<file path="src/rtl/nibble_race_capture_pkg.sv">
// nibble_race_pkg: shared state encoding and default window parameters
package nibble_race_pkg;
  typedef enum logic [1:0] {IDLE, RUN, DONE} race_state_e;
  localparam int DEF_TIMEOUT = 10;
  localparam int DEF_BEATS = 4;
endpackage

</file>
<file path="src/rtl/nibble_race_capture_if.sv">
// nibble_race_capture_if: control, nibble input and result bundle for the capture block
interface nibble_race_capture_if import nibble_race_pkg::*; #(
  parameter int BEATS = DEF_BEATS
) ();
  localparam int SUM_W = $clog2(15 * BEATS + 1);
  localparam int CNT_W = $clog2(BEATS + 1);
  logic start;
  logic [3:0] in;
  logic in_valid;
  logic [SUM_W-1:0] sum;
  logic [CNT_W-1:0] count;
  logic busy;
  logic done;
  logic timed_out;
  modport master (output start, in, in_valid, input sum, count, busy, done, timed_out);
  modport slave (input start, in, in_valid, output sum, count, busy, done, timed_out);
endinterface

</file>
<file path="src/rtl/nibble_race_capture_timer.sv">
// race_timer: loadable down-counter flagging the last enabled cycle of a window
module race_timer import nibble_race_pkg::*; #(
  parameter int W = 4
) (
  input  logic clk,
  input  logic rst,
  input  logic load,
  input  logic [W-1:0] load_val,
  input  logic en,
  input  logic cancel,
  output logic expired
);
  logic [W-1:0] cnt;
  assign expired = en && cnt == W'(1);
  // cancel parks the counter at zero so it can never flag expiry again
  always_ff @(posedge clk)
    if (rst || cancel) cnt <= '0;
    else if (load) cnt <= load_val;
    else if (en && cnt != '0) cnt <= cnt - W'(1);
endmodule

</file>
<file path="src/rtl/nibble_race_capture.sv">
// nibble_race_capture: accumulates a nibble burst raced against a cycle timeout
module nibble_race_capture import nibble_race_pkg::*; #(
  parameter int TIMEOUT = DEF_TIMEOUT,
  parameter int BEATS = DEF_BEATS
) (
  input logic clk,
  input logic rst,
  nibble_race_capture_if.slave bus
);
  localparam int SUM_W = $clog2(15 * BEATS + 1);
  localparam int CNT_W = $clog2(BEATS + 1);
  localparam int TW = $clog2(TIMEOUT + 1);
  race_state_e state;
  logic [SUM_W-1:0] sum;
  logic [CNT_W-1:0] count;
  logic busy, done, timed_out, expired, complete;
  assign complete = state == RUN && bus.in_valid && count == CNT_W'(BEATS - 1);
  assign bus.sum = sum;
  assign bus.count = count;
  assign bus.busy = busy;
  assign bus.done = done;
  assign bus.timed_out = timed_out;
  race_timer #(.W(TW)) u_timer (
    .clk,
    .rst,
    .load(state == IDLE),
    .load_val(TW'(TIMEOUT)),
    .en(state == RUN),
    .cancel(complete),
    .expired
  );
  // window FSM; a final beat landing on the expiry cycle wins the race
  always_ff @(posedge clk)
    if (rst) begin
      state <= IDLE;
      sum <= '0;
      count <= '0;
      busy <= 1'b0;
      done <= 1'b0;
      timed_out <= 1'b0;
    end else
      case (state)
        IDLE: if (bus.start) begin
          state <= RUN;
          busy <= 1'b1;
          sum <= '0;
          count <= '0;
          timed_out <= 1'b0;
        end
        RUN: begin
          if (bus.in_valid) begin
            sum <= sum + SUM_W'(bus.in);
            count <= count + CNT_W'(1);
          end
          if (complete || expired) begin
            state <= DONE;
            busy <= 1'b0;
            done <= 1'b1;
            timed_out <= !complete;
          end
        end
        default: begin
          state <= IDLE;
          done <= 1'b0;
        end
      endcase
endmodule

</file>
<file path="src/flat_wrapper.sv">
// flat-port wrapper written by rule: the top's interface ports become plain ports
module nibble_race_capture_flat import nibble_race_pkg::*;
#(
  parameter int TIMEOUT = DEF_TIMEOUT,
  parameter int BEATS = DEF_BEATS
)
  (clk, rst, bus_start, bus_in, bus_in_valid, bus_sum, bus_count, bus_busy, bus_done, bus_timed_out);
  nibble_race_capture_if #(.BEATS(BEATS)) bus_i ();
  input logic clk;
  input logic rst;
  input wire logic [$bits(bus_i.start)-1:0] bus_start;
  input wire logic [$bits(bus_i.in)-1:0] bus_in;
  input wire logic [$bits(bus_i.in_valid)-1:0] bus_in_valid;
  output wire logic [$bits(bus_i.sum)-1:0] bus_sum;
  output wire logic [$bits(bus_i.count)-1:0] bus_count;
  output wire logic [$bits(bus_i.busy)-1:0] bus_busy;
  output wire logic [$bits(bus_i.done)-1:0] bus_done;
  output wire logic [$bits(bus_i.timed_out)-1:0] bus_timed_out;
  assign bus_i.start = bus_start;
  assign bus_i.in = bus_in;
  assign bus_i.in_valid = bus_in_valid;
  assign bus_sum = bus_i.sum;
  assign bus_count = bus_i.count;
  assign bus_busy = bus_i.busy;
  assign bus_done = bus_i.done;
  assign bus_timed_out = bus_i.timed_out;
  nibble_race_capture #(.TIMEOUT(TIMEOUT), .BEATS(BEATS)) u_core (.clk(clk), .rst(rst), .bus(bus_i));
endmodule
</file>
<file path="config.mk">
export PLATFORM = sky130hd
export DESIGN_NAME = nibble_race_capture_flat
export DESIGN_NICKNAME = d
export VERILOG_FILES = /design/src/rtl/nibble_race_capture_pkg.sv /design/src/rtl/nibble_race_capture_if.sv /design/src/rtl/nibble_race_capture_timer.sv /design/src/rtl/nibble_race_capture.sv /design/src/flat_wrapper.sv
export SDC_FILE = /design/constraint.sdc
export NUM_CORES = 1
export LEC_CHECK = 0
export CELL_PAD_IN_SITES_DETAIL_PLACEMENT = 1
export CELL_PAD_IN_SITES_GLOBAL_PLACEMENT = 1
export CORE_ASPECT_RATIO = 1.2
export CORE_MARGIN = 4
export CORE_UTILIZATION = 33
export DETAILED_ROUTE_END_ITERATION = 10
export GPL_TIMING_DRIVEN = 0
export HOLD_SLACK_MARGIN = 0.03
export PLACE_DENSITY = 0.77
export SLEW_MARGIN = 20
export SYNTH_ARGS = -nofsm -noshare
export SYNTH_HDL_FRONTEND = slang
export SYNTH_SLANG_ARGS = --single-unit
</file>
<file path="constraint.sdc">
create_clock -name clk -period 1.6 [get_ports clk]
set_clock_uncertainty 0.1 [all_clocks]
set_input_delay 0.32 -clock clk [delete_from_list [all_inputs] [get_ports clk]]
set_output_delay 0.32 -clock clk [all_outputs]
set_load 0.02 [all_outputs]
</file>
After elaboration in Yosys (flattened, before gate mapping)
Cells that the tools add are included.

Add/sub/neg operators: 3. Equality and inequality tests: 6. Mux-type cells: 19. Bitwise operators: 1. Reductions and logical operators: 16.

Operator list (count): two-way mux 6 bit (2); case mux 6 bit (2 select lines) (1); two-way mux 4 bit (2); adder 6 x 4 -> 6 bit (1); two-way mux 3 bit (2); case mux 1 bit (2 select lines) (3); case mux 3 bit (2 select lines) (1); AND reduction 3 bit (2); two-way mux 1 bit (5); equality test 4 x 1 -> 1 bit (second input constant) (1); logical AND 1 bit (4); two-way mux 2 bit (2); inequality test 2 bit (second input constant) (2); case mux 2 bit (2 select lines) (1); AND reduction 2 bit (2); nonzero test 2 bit (2); nonzero test 4 bit (1); subtractor 4 x 1 -> 4 bit (second input constant) (1); adder 3 x 1 -> 3 bit (second input constant) (1); equality test 3 x 2 -> 1 bit (second input constant) (1); equality test 2 x 1 -> 1 bit (second input constant) (1); logical NOT 2 bit (1); logical OR 1 bit (2); inequality test 2 x 1 -> 1 bit (second input constant) (1); 3 further kinds (3).

Register bits after elaboration: 18. Output and inout bits: 12. Logic and storage cells: 53.

Depth between registers and ports, before layout
Depth in word-level cells: 6. Depth in mapped cells: 6. Gate-level depth less buffers: 6.

Cells and area by module
Synthesis repeated with hierarchy kept, for this count alone.

Cell total of the unflattened synthesis: 117. Area total of the unflattened synthesis: 987.2 um2.

By module, submodules not included: nibble_race_capture (times used 1, cells each 84, area an instance 716.9 um2); race_timer (times used 1, cells each 33, area an instance 270.3 um2).

Least setup slack after synthesis
No wires, ideal clock.

Path type: flip-flop to flip-flop. From: reg u_core.sum[0], in the netlist u_core.bus.sum[0]. To: reg u_core.sum[4], in the netlist u_core.bus.sum[4]. Arrival time: 1.473 ns. Required time: 1.378 ns. Slack: -0.094 ns. Cell stages (with the launch flop): 7. Clock period less this slack: 1.694 ns. Path through: dfxtp_1 ha_1 fa_1 a21o_1 a21oi_1 or3_1 a21boi_1.

Longest elaborated chain between the ends: 3.

Ends and longest elaborated chain: from (decl) (RTL line nibble_race_capture.sv:14) `logic [SUM_W-1:0] sum;`; from (signal assigned) (RTL line nibble_race_capture.sv:52) `sum <= sum + SUM_W'(bus.in);`; adder 6 x 4 -> 6 bit (RTL line nibble_race_capture.sv:52); two-way mux 6 bit (RTL line nibble_race_capture.sv:51) `if (bus.in_valid) begin`; case mux 6 bit (2 select lines) (RTL line nibble_race_capture.sv:42) `case (state)`.

No other way between the ends. The select of a mux whose other input is x is not followed. A chain may end at the register's enable or synchronous reset.

Worst setup path in the final report
From: reg u_core.u_timer.cnt[1]. To: reg u_core.timed_out, in the netlist u_core.bus.timed_out.

Longest elaborated chain between the ends: 5.

Ends and longest elaborated chain: from (decl) (RTL line nibble_race_capture_timer.sv:13) `logic [W-1:0] cnt;`; from (signal assigned) (RTL line nibble_race_capture_timer.sv:18) `else if (load) cnt <= load_val;`; from (signal assigned) (RTL line nibble_race_capture_timer.sv:19) `else if (en && cnt != '0) cnt <= cnt - W'(1);`; equality test 4 x 1 -> 1 bit (RTL line nibble_race_capture_timer.sv:14) `assign expired = en && cnt == W'(1);`; logical AND 1 bit (RTL line nibble_race_capture_timer.sv:14); logical OR 1 bit (RTL line nibble_race_capture.sv:55) `if (complete || expired) begin`; inequality test 2 x 1 -> 1 bit (no line); AND reduction 3 bit (no line); to (signal assigned) (RTL line nibble_race_capture.sv:59) `timed_out <= !complete;`; to (decl) (RTL line nibble_race_capture.sv:16) `logic busy, done, timed_out, expired, complete;`.

No other way between the ends.

==> flow_metrics.py <==
metrics = {
    "status": {
        "result_of_the_run": "finished, violations left",
        "failed_checks": "negative setup slack",
    },
    "timing": {
        "final_number_of_hold_violating_endpoints": 0,
        "worst_slew_margin_rel_pct": 65.0,
        "final.period_utilization_pct": 102,
        "finalWorstPathRequiredPeriod_ns": 1.63,
        "grt_setup_unrepaired": "yes",
        "setup_slack_ns": -0.0299,
        "final-setup-viol-count": 1,
        "fin_hold_ws_ns": 0.368,
        "worst_slew_pin_slew_ns": 0.525,
        "timing.setup.tns_ns": -0.0299,
        "fmax_mhz": 614,
        "timing_max_transition_violations_final": 0,
    },
    "synth": {
        "synth.cells.most_frequent": "dfxtp_1, a21oi_1, nand2_1, nor2_1, ha_1",
        "synth.most_common_cell": "dfxtp_1",
        "mean_area_per_synthesized_cell_sq_um": 8.81,
        "synth.area.top_cells": "dfxtp_1, ha_1, a21oi_1, nand2_1, nor2_1",
        "ys.warnings.count": 0,
        "async_flop_share_pct": 0,
        "ys_seq_elements": 18,
        "yosysTopAreaCell": "dfxtp_1",
        "synth_cell_type_count": 35,
        "synth.yosys.seq_area_share_pct": 36.8,
        "synth-edff-count": 0,
        "syn-instance-count": 111,
        "synth_flop_cell": "dfxtp_1",
        "mappedNetlistArea_sq_um": 978,
        "mapped_nets": 128,
        "netlist.area_leader.share_pct": 36.8,
    },
    "worst_setup_path": {
        "cp_slowest_cell": "or3b_4",
        "timing_worst_setup_path_type": "reg -> reg",
        "worst_setup_path_end_kind": "flip-flop",
        "worstPathBufferInverterCount": 1,
        "critical_path.max_stage_delay_ns": 0.38,
        "cp_cell_sequence": "inv_2, ha_4, or3b_4, a311oi_2, mux2i_1, nor2_1",
        "critical_path_arrival_ns": 1.71,
        "path_delay_family": "simple AND/OR/NAND/NOR gates",
        "crit_required_ns": 1.68,
        "cp_max_fo": 3,
        "startpoint_type": "flip-flop",
    },
    "finish": {
        "syn2layout_area_growth_pct": 39.9,
        "multiInputGateArea_sq_um": 688,
        "final_cell_area_sq_mm": 0.00137,
        "fillCellCount": 335,
        "final-instance-count-excl-fill": 171,
        "nets": 155,
        "post_route_cells_drive_above_1_share_pct": 23.4,
        "regArea_sq_um": 375,
        "finish.utilization_pct": 48.7,
        "n_antenna_cell": 0,
    },
    "route": {
        "ant_nets": 0,
        "vias": 920,
        "postRouteWirelength_um": 2550,
        "vias_per_cell": 5.38,
        "routedWlPerCell_um": 14.9,
        "drc_errors": 0,
        "drt_first_pass_iters": 2,
        "drt_first_iter_violations": 24,
    },
    "worst_hold_path": {
        "hold_path_class": "reg -> reg",
    },
    "cts": {
        "cts-root-to-sink-buffers": 2,
        "cts_tree": "yes",
        "post_cts_hold_buffer_count": 0,
        "cts-buffers-inserted": 3,
        "total_clock_sinks": 18,
        "root_buffer": "clkbuf_4",
        "htree_num_levels": 1,
        "cts.reportedPaths.clkPinSlew_ns": 0.11,
        "worstSkewPairLatency_ns": 0.30,
    },
    "floorplan": {
        "core-area_sq_mm": 0.00281,
        "dieHeight_um": 67.7,
        "initial_core_util_pct": 34.8,
        "io_pins": 20,
        "die_w_um": 57.7,
        "rows": 21,
        "die_area_sq_mm": 0.00390,
    },
    "grt": {
        "globalRoute.totalOverflow": 0,
        "pin_count_of_the_biggest_net_entering_global_routing": 11,
        "number_of_antenna_violations_at_the_first_check_in_global_routing": 0,
        "grt_pass1_vias": 979,
        "first_pass_grt_wire_length_um": 4390,
        "groute.usage.overall_pct": 14.6,
    },
    "place": {
        "place.gp.congestion": 0.735,
        "dpl-instance-area_sq_mm": 0.00122,
        "pre_cts_ws_ns": -0.534,
        "placement.io_buffers": 19,
        "dp_cells": 164,
        "dp_hpwl_um": 1880,
    },
    "pwr": {
        "total_power_mw": 1.02,
        "leakage_nw": 0.589,
        "worst_ir_drop_vdd_mv": 0.429,
        "power_density_mw_per_mm2": 742,
    },
    "run": {
        "max_cap_viol_count": 0,
    },
}
==> path summary, 6_finish.rpt <==
path                                 startpoint  cells after the start  slack, ns                                end
max          u_core.u_timer.cnt[1]$_SDFFE_PP0P_                      6      -0.03  u_core.bus.timed_out$_SDFFE_PP0P_
min            u_core.bus.count[0]$_SDFFE_PP0P_                      1       0.37   u_core.bus.count[0]$_SDFFE_PP0P_
max reg2reg  u_core.u_timer.cnt[1]$_SDFFE_PP0P_                      6      -0.03  u_core.bus.timed_out$_SDFFE_PP0P_
min reg2reg    u_core.bus.count[0]$_SDFFE_PP0P_                      1       0.37   u_core.bus.count[0]$_SDFFE_PP0P_
==> area by class of cell <==
cell class / instances / share of cell area (%)
multi-input cells: 86 / 50.3
flip-flops and latches: 18 / 27.4
repair buffers: 22 / 14.4
well taps: 34 / 3.11
clock buffers: 4 / 2.65
plain buffers: 4 / 1.37
inverters: 3 / 0.823
==> cells in the final DEF, fill, tap and decap left out, drive strengths merged, types with 2 or more instances in the layout <==
cell / count
and2: 2
dlygate4sd2: 15
or3: 4
clkdlybuf4s50: 3
nand3: 2
nor3b: 2
nand2: 10
nand2b: 2
buf: 5
nor2: 9
mux2i: 3
o21ai: 6
a21boi: 2
a21oi: 10
inv: 3
a211oi: 4
clkbuf: 6
ha: 8
a21o: 3
nor3: 3
nor2b: 3
dfxtp: 18
==> registers in the layout, indices dropped and copies added (netlist names) <==
signal	count
u_core.bus.sum	6
u_core.u_timer.cnt	4
u_core.bus.count	3
u_core.state	2
u_core.bus.busy	1
u_core.bus.done	1
u_core.bus.timed_out	1
==> power breakdown <==
part	internal [mW]	switching, mW
Combinational	0.115	0.121
Sequential	0.468	0.0223
Clock	0.139	0.151
==> routing by layer <==
layer / track usage (%) / up-vias / share of wire (%)
met4: 7.83 / 0 / 2.1
met2: 25.4 / 18 / 50
met3: 3.06 / 5 / 4.3
met1: 16.6 / 443 / 44
met5: 0 / - / 0
li1: - / 454 / -
==> cell families (layout without fill, tap and decap cells) <==
group / after synthesis / in the layout / synth area share [%]
fa+ha+maj: 9 / 9 / 12.3
buf+inv: 7 / 33 / 2.94
flops: 18 / 18 / 36.8
compound gates: 34 / 34 / 23.4
xor+xnor: 1 / 1 / 0.895
mux: 3 / 3 / 3.07
simple gates: 39 / 39 / 20.6
==> what timing repair did <==
item | in CTS | in global routing
resized for setup | 29 | 14
endpoints found under the hold margin | 0 | 0
pin swaps | 2 | 6
setup buffers | 1 | 2
setup endpoints to repair | 22 | 7
No activity file was read; power rests on OpenSTA's default activity.
==> variant (same settings) <==
Make the reset (`rst`) asynchronous in one clocked block.
--- a/src/rtl/nibble_race_capture.sv
+++ b/src/rtl/nibble_race_capture.sv
@@ -30,7 +30,7 @@
     .expired
   );
   // window FSM; a final beat landing on the expiry cycle wins the race
-  always_ff @(posedge clk)
+  always_ff @(posedge clk or posedge rst)
     if (rst) begin
       state <= IDLE;
       sum <= '0;
Formal check against the unedited RTL: differs if rst is asserted again (counterexample within 4 cycles, from zero or initial values and one cycle with rst high); with rst held inactive, the same outputs for 10 cycles.
==> variant against the original RTL <==
The run still ends with setup timing left; die area rose by 0.45%; critical path depth did not move; first-iteration DRC count fell by 63%; final cell count fell by 7.6%; wire length fell by 0.43%; sequential cell count did not move; critical endpoint is now u_core.bus.sum[4]; area after synthesis rose by 0.51%; worst setup slack got worse by 0.034 ns; cell area fell by 2.8%.
Power is not compared: it rests on default switching activity, and its combinational part moved more than twofold at a synthesized area within 25%.
==> variant: results (changes against the original RTL) <==
| Metric | Value |
|---|---|
| DR iter-0 viols | 9 (-63%) |
| Total GRT Usage | 14.8% (+0.17 points) |
| Nets | 142 (-8.4%) |
| Top flip-flop cell by instance count after synthesis | dfrtp_1 |
| Violated checks | setup timing |
| Fin Hold WS | 0.354 ns (-0.0139 ns) |
| WL met3 | 74 um (-33%) |
| R2R Path End | u_core.bus.sum[4] |
| Yosys cell types | 34 (-2.9%) |
| Gp weighted congestion | 0.770 (+4.8%) |
| Final setup fails | 4 (+3) |
| Vias/cell | 5.33 (-0.95%) |
| Mux contribution to synthesized area | 0% (-3.1 points) |
| Drt pass-1 iters | 4 (+2) |
| Status | complete, but fails checks |
| Routing usage on met1 | 17.1% (+0.43 points) |
| DP Wirelength | 1.90 mm (+0.92%) |
| Placed cells | 148 (-9.8%) |
| Setup TNS | -0.143 ns (-0.114 ns) |
| Pin count of the biggest net entering global routing | 16 (+5) |
| Fillers | 343 (+2.4%) |
| Met3 track demand over resource | 2.49% (-0.57 points) |
| WL/cell | 16.1 um (+7.8%) |
| Multi-input combinational area share | 43.4% (-6.9 points) |
| Setup WS pre-CTS | -0.434 ns (+0.100 ns) |
| Vias in the first global route | 969 (-1.0%) |
| Net Count, Synth | 112 (-13%) |
| Met2 Use GR | 27.3% (+1.8 points) |
| Inverters | 4 (+1) |
| Final design utilization | 46.9% (-1.8 points) |
| Post-synthesis compound-gate area fraction | 22.3% (-1.1 points) |
| Setup WS post-layout | -0.0640 ns (-0.0342 ns) |
| Top post-synthesis cells by area | dfrtp_1, ha_1, dfxtp_1 |
| First-pass GRT wire length | 4.42 mm (+0.64%) |
| Multi-input gates | 72 (-16%) |
| Placed inst area | 1250 sq um (+2.5%) |
| ClkCell Share | 1.98% (-0.68 points) |
| Min-delay worst type | input port to async pin |
| Post-Route WL | 2.54 mm (-0.43%) |
| Routed met1 length | 1.11 mm (-0.54%) |
## variant: worst max-delay path, stage by stage, from the launching register on
cell and delay [ns]:
dfrtp_2 0.45, buf_6 0.13, fa_2 0.40, a21o_1 0.17
a21oi_2 0.15, o211ai_1 0.10, o31ai_1 0.08
## variant: timing repair
item | CTS | global route
endpoints found under the setup margin | 23 | 12
resized for setup | 18 | 2
pin swaps | 4 | 0
setup buffers | 2 | 4
## variant: how the worst max path moves through the flow
stage / start / end / slack [ns]
final: u_core.bus.sum[1] / u_core.bus.sum[4] / -0.06
after global routing: u_core.bus.sum[1] / u_core.bus.sum[4] / -0.16
after CTS: u_core.bus.sum[1] / u_core.bus.sum[4] / -0.07
after detailed placement: bus_in[1] / u_core.bus.sum[5] / -0.43
after global placement: bus_in_valid / u_core.bus.sum[0] / -0.41
after floorplan: u_core.bus.sum[0] / u_core.bus.sum[4] / -0.01
